`config.mk`:
```
export PLATFORM = sky130hd
export DESIGN_NAME = sramlike_arbiter_flat
export DESIGN_NICKNAME = d
export VERILOG_FILES = /design/src/rtl/sramlike_arbiter_pkg.sv /design/src/rtl/sramlike_arbiter_if.sv /design/src/rtl/sramlike_arbiter_id_fifo.sv /design/src/rtl/sramlike_arbiter.sv /design/src/flat_wrapper.sv
export SDC_FILE = /design/constraint.sdc
export NUM_CORES = 1
export LEC_CHECK = 0
export CAP_MARGIN = 20
export CORE_AREA = 2 2 109 111
export CTS_CLUSTER_DIAMETER = 200
export CTS_CLUSTER_SIZE = 24
export DETAILED_ROUTE_END_ITERATION = 6
export DIE_AREA = 0 0 111 113
export GPL_ROUTABILITY_DRIVEN = 0
export GPL_TIMING_DRIVEN = 0
export PLACE_DENSITY = 0.7
export SETUP_SLACK_MARGIN = 0.02
export SLEW_MARGIN = 25
export SYNTH_ARGS = -nofsm -noshare
export SYNTH_HDL_FRONTEND = slang
export SYNTH_SLANG_ARGS = --single-unit
```
`constraint.sdc`:
```
create_clock -name clk -period 3.5 [get_ports clk]
set_input_delay 0.7 -clock clk [delete_from_list [all_inputs] [get_ports clk]]
set_output_delay 0.7 -clock clk [all_outputs]
set_load 0.03 [all_outputs]
```
`src/rtl/sramlike_arbiter_pkg.sv`:
```
`default_nettype none
// ============================================================================
// Module   : sramlike_pkg
// Brief    : Shared encodings and width helpers for the SRAM-like arbiter.
// Revision : 1.0
// ============================================================================
package sramlike_pkg;

    localparam logic [1:0] SZ_BYTE = 2'd0;
    localparam logic [1:0] SZ_HALF = 2'd1;
    localparam logic [1:0] SZ_WORD = 2'd2;

    typedef enum logic [0:0] {
        ST_IDLE   = 1'b0,
        ST_LOCKED = 1'b1
    } lock_state_t;

    // Channel-ID width; a single channel still needs one bit of storage.
    function automatic int id_w(input int num_ch);
        return (num_ch <= 1) ? 1 : $clog2(num_ch);
    endfunction

    function automatic int cnt_w(input int depth);
        return $clog2(depth) + 1;
    endfunction

endpackage
`default_nettype wire

```
`src/rtl/sramlike_arbiter_if.sv`:
```
`default_nettype none
// ============================================================================
// Module   : sramlike_arbiter_if
// Brief    : Channel-side and slave-side SRAM-like buses of the arbiter.
// Revision : 1.0
// ============================================================================
interface sramlike_arbiter_if #(
    parameter int NUM_CH = 2,
    parameter int ADDR_W = 32,
    parameter int DATA_W = 32
);
    logic [NUM_CH-1:0]        ch_req;
    logic [NUM_CH-1:0]        ch_wr;
    logic [2*NUM_CH-1:0]      ch_size;
    logic [ADDR_W*NUM_CH-1:0] ch_addr;
    logic [DATA_W*NUM_CH-1:0] ch_wdata;
    logic [NUM_CH-1:0]        ch_addr_ok;
    logic [NUM_CH-1:0]        ch_data_ok;
    logic [DATA_W-1:0]        ch_rdata;

    logic                     m_req;
    logic                     m_wr;
    logic [1:0]               m_size;
    logic [ADDR_W-1:0]        m_addr;
    logic [DATA_W-1:0]        m_wdata;
    logic                     m_addr_ok;
    logic                     m_data_ok;
    logic [DATA_W-1:0]        m_rdata;

    // master: the surrounding system (requesting channels plus the downstream slave).
    modport master (
        output ch_req, ch_wr, ch_size, ch_addr, ch_wdata,
        input  ch_addr_ok, ch_data_ok, ch_rdata,
        input  m_req, m_wr, m_size, m_addr, m_wdata,
        output m_addr_ok, m_data_ok, m_rdata
    );

    // slave: the arbiter itself.
    modport slave (
        input  ch_req, ch_wr, ch_size, ch_addr, ch_wdata,
        output ch_addr_ok, ch_data_ok, ch_rdata,
        output m_req, m_wr, m_size, m_addr, m_wdata,
        input  m_addr_ok, m_data_ok, m_rdata
    );
endinterface
`default_nettype wire

```
`src/rtl/sramlike_arbiter_id_fifo.sv`:
```
`default_nettype none
// ============================================================================
// Module   : sramlike_id_fifo
// Brief    : In-order FIFO of channel IDs for accepted, unanswered requests.
// Revision : 1.0
// ============================================================================
module sramlike_id_fifo #(
    parameter int DEPTH = 4,
    parameter int WIDTH = 1
) (
    input  wire logic                     clk,
    input  wire logic                     rst,
    input  wire logic                     push,
    input  wire logic                     pop,
    input  wire logic [WIDTH-1:0]         din,
    output logic      [WIDTH-1:0]         dout,
    output logic                          full,
    output logic                          empty,
    output logic      [$clog2(DEPTH):0]   count
);
    localparam int AW = $clog2(DEPTH);
    localparam int CW = AW + 1;

    logic [WIDTH-1:0] r_mem [DEPTH];
    logic [AW-1:0]    r_wr_ptr;
    logic [AW-1:0]    r_rd_ptr;
    logic [CW-1:0]    r_count;
    logic             w_do_push;
    logic             w_do_pop;

    // A full FIFO refuses a push even when a pop frees a slot this cycle.
    assign full      = (r_count == CW'(DEPTH));
    assign empty     = (r_count == '0);
    assign w_do_push = push & ~full;
    assign w_do_pop  = pop & ~empty;
    assign dout      = r_mem[r_rd_ptr];
    assign count     = r_count;

    always_ff @(posedge clk) begin
        if (w_do_push) begin
            r_mem[r_wr_ptr] <= din;
        end
    end

    always_ff @(posedge clk) begin
        if (rst) begin
            r_wr_ptr <= '0;
            r_rd_ptr <= '0;
            r_count  <= '0;
        end else begin
            if (w_do_push) begin
                r_wr_ptr <= r_wr_ptr + AW'(1);
            end
            if (w_do_pop) begin
                r_rd_ptr <= r_rd_ptr + AW'(1);
            end
            case ({w_do_push, w_do_pop})
                2'b10:   r_count <= r_count + CW'(1);
                2'b01:   r_count <= r_count - CW'(1);
                default: r_count <= r_count;
            endcase
        end
    end

endmodule
`default_nettype wire

```
`src/rtl/sramlike_arbiter.sv`:
```
`default_nettype none
// ============================================================================
// Module   : sramlike_arbiter
// Brief    : N-channel SRAM-like arbiter onto one slave port, in-order responses.
//            Define SRAMLIKE_ARB_RR_EN for round-robin instead of fixed priority.
// Revision : 1.0
// ============================================================================
module sramlike_arbiter
    import sramlike_pkg::*;
#(
    parameter int NUM_CH      = 2,
    parameter int ADDR_W      = 32,
    parameter int DATA_W      = 32,
    parameter int OUTST_DEPTH = 4
) (
    input  wire logic                          clk,
    input  wire logic                          rst,
    sramlike_arbiter_if.slave                  bus,
    output logic [cnt_w(OUTST_DEPTH)-1:0]      outst_cnt,
    output logic                               proto_err
);
    localparam int ID_W = id_w(NUM_CH);

    lock_state_t     r_state;
    lock_state_t     w_state_nxt;
    logic [ID_W-1:0] r_lock_id;
    logic [ID_W-1:0] w_lock_id_nxt;
    logic            r_proto_err;
    logic            w_proto_err_nxt;
    logic [ID_W-1:0] w_grant;
    logic            w_m_req;
    logic            w_accept;
    logic            w_pop;
    logic            w_full;
    logic            w_empty;
    logic [ID_W-1:0] w_head;

`ifdef SRAMLIKE_ARB_RR_EN
    logic [ID_W-1:0] r_rr_ptr;
    logic [ID_W-1:0] w_rr_ptr_nxt;
`endif

    always_comb begin
        w_grant = '0;
        if (r_state == ST_LOCKED) begin
            w_grant = r_lock_id;
        end else begin
`ifdef SRAMLIKE_ARB_RR_EN
            begin : g_rr_search
                logic found;
                int   idx;
                found = 1'b0;
                idx   = 0;
                for (int k = 0; k < NUM_CH; k++) begin
                    idx = (int'(r_rr_ptr) + k) % NUM_CH;
                    if (!found && bus.ch_req[idx]) begin
                        w_grant = ID_W'(idx);
                        found   = 1'b1;
                    end
                end
            end
`else
            // Descending scan so the lowest requesting index wins.
            for (int k = NUM_CH - 1; k >= 0; k--) begin
                if (bus.ch_req[k]) begin
                    w_grant = ID_W'(k);
                end
            end
`endif
        end
    end

    assign w_m_req  = bus.ch_req[w_grant] & ~w_full;
    assign w_accept = w_m_req & bus.m_addr_ok;
    assign w_pop    = bus.m_data_ok & ~w_empty;

    assign bus.m_req      = w_m_req;
    assign bus.m_wr       = bus.ch_wr[w_grant];
    assign bus.m_size     = bus.ch_size[int'(w_grant)*2 +: 2];
    assign bus.m_addr     = bus.ch_addr[int'(w_grant)*ADDR_W +: ADDR_W];
    assign bus.m_wdata    = bus.ch_wdata[int'(w_grant)*DATA_W +: DATA_W];
    assign bus.ch_addr_ok = w_accept ? (NUM_CH'(1) << w_grant) : '0;
    assign bus.ch_data_ok = w_pop ? (NUM_CH'(1) << w_head) : '0;
    assign bus.ch_rdata   = bus.m_rdata;
    assign proto_err      = r_proto_err;

    sramlike_id_fifo #(
        .DEPTH (OUTST_DEPTH),
        .WIDTH (ID_W)
    ) u_id_fifo (
        .clk   (clk),
        .rst   (rst),
        .push  (w_accept),
        .pop   (w_pop),
        .din   (w_grant),
        .dout  (w_head),
        .full  (w_full),
        .empty (w_empty),
        .count (outst_cnt)
    );

    always_comb begin
        w_state_nxt     = r_state;
        w_lock_id_nxt   = r_lock_id;
        w_proto_err_nxt = r_proto_err;
        // A locked master withdrawing its request before addr_ok is a violation.
        if ((r_state == ST_LOCKED) && !bus.ch_req[r_lock_id]) begin
            w_state_nxt     = ST_IDLE;
            w_proto_err_nxt = 1'b1;
        end else if (w_accept) begin
            w_state_nxt = ST_IDLE;
        end else if (w_m_req && !bus.m_addr_ok) begin
            w_state_nxt   = ST_LOCKED;
            w_lock_id_nxt = w_grant;
        end
        if (bus.m_data_ok && w_empty) begin
            w_proto_err_nxt = 1'b1;
        end
    end

`ifdef SRAMLIKE_ARB_RR_EN
    always_comb begin
        w_rr_ptr_nxt = r_rr_ptr;
        if (w_accept) begin
            w_rr_ptr_nxt = (int'(w_grant) == NUM_CH - 1) ? '0 : w_grant + ID_W'(1);
        end
    end

    always_ff @(posedge clk) begin
        if (rst) begin
            r_rr_ptr <= '0;
        end else begin
            r_rr_ptr <= w_rr_ptr_nxt;
        end
    end
`endif

    always_ff @(posedge clk) begin
        if (rst) begin
            r_state     <= ST_IDLE;
            r_lock_id   <= '0;
            r_proto_err <= 1'b0;
        end else begin
            r_state     <= w_state_nxt;
            r_lock_id   <= w_lock_id_nxt;
            r_proto_err <= w_proto_err_nxt;
        end
    end

endmodule
`default_nettype wire

```
`src/flat_wrapper.sv`:
```
// flat-port wrapper written by rule: the top's interface ports become plain ports
module sramlike_arbiter_flat import sramlike_pkg::*;
#(
    parameter int NUM_CH      = 2,
    parameter int ADDR_W      = 32,
    parameter int DATA_W      = 32,
    parameter int OUTST_DEPTH = 4
)
  (clk, rst, outst_cnt, proto_err, bus_ch_req, bus_ch_wr, bus_ch_size, bus_ch_addr, bus_ch_wdata, bus_ch_addr_ok, bus_ch_data_ok, bus_ch_rdata, bus_m_req, bus_m_wr, bus_m_size, bus_m_addr, bus_m_wdata, bus_m_addr_ok, bus_m_data_ok, bus_m_rdata);
  sramlike_arbiter_if #(.NUM_CH(NUM_CH), .ADDR_W(ADDR_W), .DATA_W(DATA_W)) bus_i ();
  input  wire logic clk;
  input  wire logic rst;
  output logic [cnt_w(OUTST_DEPTH)-1:0] outst_cnt;
  output logic proto_err;
  input wire logic [$bits(bus_i.ch_req)-1:0] bus_ch_req;
  input wire logic [$bits(bus_i.ch_wr)-1:0] bus_ch_wr;
  input wire logic [$bits(bus_i.ch_size)-1:0] bus_ch_size;
  input wire logic [$bits(bus_i.ch_addr)-1:0] bus_ch_addr;
  input wire logic [$bits(bus_i.ch_wdata)-1:0] bus_ch_wdata;
  output wire logic [$bits(bus_i.ch_addr_ok)-1:0] bus_ch_addr_ok;
  output wire logic [$bits(bus_i.ch_data_ok)-1:0] bus_ch_data_ok;
  output wire logic [$bits(bus_i.ch_rdata)-1:0] bus_ch_rdata;
  output wire logic [$bits(bus_i.m_req)-1:0] bus_m_req;
  output wire logic [$bits(bus_i.m_wr)-1:0] bus_m_wr;
  output wire logic [$bits(bus_i.m_size)-1:0] bus_m_size;
  output wire logic [$bits(bus_i.m_addr)-1:0] bus_m_addr;
  output wire logic [$bits(bus_i.m_wdata)-1:0] bus_m_wdata;
  input wire logic [$bits(bus_i.m_addr_ok)-1:0] bus_m_addr_ok;
  input wire logic [$bits(bus_i.m_data_ok)-1:0] bus_m_data_ok;
  input wire logic [$bits(bus_i.m_rdata)-1:0] bus_m_rdata;
  assign bus_i.ch_req = bus_ch_req;
  assign bus_i.ch_wr = bus_ch_wr;
  assign bus_i.ch_size = bus_ch_size;
  assign bus_i.ch_addr = bus_ch_addr;
  assign bus_i.ch_wdata = bus_ch_wdata;
  assign bus_ch_addr_ok = bus_i.ch_addr_ok;
  assign bus_ch_data_ok = bus_i.ch_data_ok;
  assign bus_ch_rdata = bus_i.ch_rdata;
  assign bus_m_req = bus_i.m_req;
  assign bus_m_wr = bus_i.m_wr;
  assign bus_m_size = bus_i.m_size;
  assign bus_m_addr = bus_i.m_addr;
  assign bus_m_wdata = bus_i.m_wdata;
  assign bus_i.m_addr_ok = bus_m_addr_ok;
  assign bus_i.m_data_ok = bus_m_data_ok;
  assign bus_i.m_rdata = bus_m_rdata;
  sramlike_arbiter #(.NUM_CH(NUM_CH), .ADDR_W(ADDR_W), .DATA_W(DATA_W), .OUTST_DEPTH(OUTST_DEPTH)) u_core (.clk(clk), .rst(rst), .bus(bus_i), .outst_cnt(outst_cnt), .proto_err(proto_err));
endmodule
```
==> flow_metrics.env <==
export IMPL_hold_buffers=0
export IMPL_drtAntennaViolNets=0
export IMPL_detail_route_first_pass_iterations=4
export IMPL_place_inst=581
export IMPL_coreArea_um2=11300
export IMPL_max_cap_violations=0
export IMPL_skew_ps=1.77
export IMPL_rsz0062_at_grt="false"
export IMPL_yosysSeqAreaShare_pct=19.0
export IMPL_syn_avg_cell_area_um2=9.93
export IMPL_cts_root_buf="clkbuf_16"
export IMPL_timing_final_crit_share_pct=96.4
export IMPL_grt_usage_pct=13.5
export IMPL_grt_ovfl_total=0
export IMPL_synthesis_instances=191
export IMPL_crit_type="in2out"
export IMPL_die_w_um=111
export IMPL_ys_types=35
export IMPL_stdcell_area_um2=4720
export IMPL_antenna_found_initial=0
export IMPL_viasPerCell=3.99
export IMPL_cts_buffers=3
export IMPL_placed_area_um2=4550
export IMPL_ios=280
export IMPL_grt_max_degree=11
export IMPL_vias=2329
export IMPL_netlist_top_cells_count="67 x mux2_2, 32 x buf_4, 12 x dfxtp_1, 12 x inv_1, 10 x nor2_1"
export IMPL_startpoint_type="input port"
export IMPL_die_h_um=113
export IMPL_start_util_pct=16.8
export IMPL_htreeDepth=1
export IMPL_clkSinkCount=16
export IMPL_grt_pass1_vias=2407
export IMPL_place_ws_ps=-356
export IMPL_power_density_nw_per_um2=331
export IMPL_fin_nets=620
export IMPL_cts_tree="done"
export IMPL_ys_flop_type="dfxtp_1"
export IMPL_syn_area_um2=1900
export IMPL_clk_latency_ps=250
export IMPL_layout_cells_non_filler=584
export IMPL_cts_buffer_depth=2
export IMPL_finalSetupTns_ps=0
export IMPL_clkTransAtPathRegs_ps=50
export IMPL_routed_wl_um=9380
export IMPL_hold_path_class="reg2reg"
export IMPL_worstPathRequired_ps=2800
export IMPL_yosysTopAreaCell="mux2_2"
export IMPL_rows=39
export IMPL_synth_seq_cells=16
export IMPL_yosys_top_cells_area="mux2_2 40%, dfxtp_1 13%, buf_4 13%"
export IMPL_synth_nets=369
export IMPL_diodes=0
export IMPL_post_cts_buffers=0
export IMPL_fillers=1116
export IMPL_leakage_uw=0.00224
export IMPL_hpwl_um=8260
export IMPL_yosysWarnings=0
export IMPL_status="finished, final reports clean"
export IMPL_drive_gt1_share_pct=27.2
export IMPL_final_hold_viol_count=0
export IMPL_synth_top_area_share_pct=39.8
export IMPL_finalSetupViolCount=0
export IMPL_drtIter0Drc=53
export IMPL_synthToLayoutAreaGrowth_pct=149
export IMPL_async_reset_ff_share_pct=0
export IMPL_wl_per_cell_um=16.1
export IMPL_synth_edf_count=4
export IMPL_worstPathMaxFanout=10
export IMPL_die_area_um2=12500
export IMPL_setup_ws_ps=126
export IMPL_grt_pass1_wl_um=13500
export IMPL_remaining_drc_errors=0
export IMPL_fin_crit_ps=3370
export IMPL_arrival_ps=2670
export IMPL_port_buffer_count=247
export IMPL_vdd_drop_max_mv=0.343
export IMPL_synth_most_common_cell="mux2_2"
export IMPL_setup_worst_path_end_class="primary output"
export IMPL_worstMarginPinSlew_ps=851
export IMPL_fmax_mhz=296
export IMPL_relSlewSlack_pct=43.1
export IMPL_timing_final_max_slew_violations=0
## layout make-up
type	count	area, um^2	area share [%]
Buffer	40	297	6.29
Inverter	12	45.0	0.955
Clock buffer	3	75.1	1.59
Tap cell	143	179	3.79
Multi-Input combinational cell	122	1210	25.7
Timing Repair Buffer	247	2550	54.0
Clock inverter	1	3.75	0.0796
Sequential cell	16	360	7.64
## metrics by stage
step | utilization (%) | power (uW) | hold WS, ps
after floorplan | - | 892 | 481
after global placement | 40.3 | 1370 | 486
after detailed placement | 40.3 | 1380 | 489
after CTS | 40.8 | 1590 | 503
after global routing | 41.8 | 1650 | 540
final | 41.8 | 1560 | 503
## placed cells by master, fill, tap and decap left out, types with 2 or more instances in the layout
| cell | netlist | final |
|---|---|---|
| ha_1 | 5 | 5 |
| dlygate4sd2_1 | 0 | 25 |
| clkdlybuf4s50_1 | 0 | 180 |
| mux2_2 | 67 | 67 |
| dlymetal6s2s_1 | 0 | 42 |
| nor4_1 | 2 | 2 |
| nand2b_1 | 4 | 4 |
| clkbuf_16 | 0 | 3 |
| xor2_1 | 4 | 4 |
| dfxtp_1 | 12 | 12 |
| or3_1 | 2 | 2 |
| edfxtp_1 | 4 | 4 |
| a21oi_1 | 2 | 2 |
| and2_2 | 4 | 4 |
| mux2i_1 | 3 | 3 |
| inv_1 | 12 | 12 |
| clkbuf_4 | 0 | 6 |
| buf_4 | 32 | 33 |
| nor2_1 | 10 | 10 |
## logic make-up (layout without fill, tap and decap cells)
kind of cell	Yosys count	after routing	synth area share (%)
mux	72	72	43.3
buf+inv	53	303	17.3
simple gates	28	28	8.38
flops	16	16	19.0
compound gates	12	12	5.81
fa+ha+maj	6	6	4.35
xor+xnor	4	4	1.85
## timing repair
item / 4_1_cts / 5_1_grt
gates resized for setup: 27 / 48
hold endpoints to repair: 0 / 0
setup endpoints to repair: 68 / 39
## critical path: stages
cell	delay [ps]
clkdlybuf4s50_1	460
nand2b_1	90
o21a_2	250
buf_4	240
mux2_2	340
clkdlybuf4s50_1	590
## path summary, 6_finish.rpt
kind | endpoint | from | slack [ps] | cells past startpoint
hold reg to reg | u_core.proto_err | u_core.proto_err | 500 | 2
setup / recovery | bus_m_wdata[4] | bus_ch_req[1] | 130 | 6
hold / removal | u_core.proto_err | u_core.proto_err | 500 | 2
setup reg to reg | u_core.u_id_fifo.count[2] | u_core.u_id_fifo.count[2] | 780 | 9
## routing by layer
layer | part of all wire, % | GRT usage [%]
met5 | 0 | 0
met4 | 0.48 | 2.00
met3 | 6.7 | 3.00
met2 | 57 | 27.4
met1 | 36 | 14.5
## power breakdown
part	switching, uW	internal, uW	total [uW]
sequential	45.8	235	281
combinational	528	531	1060
clock	71.2	152	223
total	645	918	1560
Power figures use the tool's default switching activity.
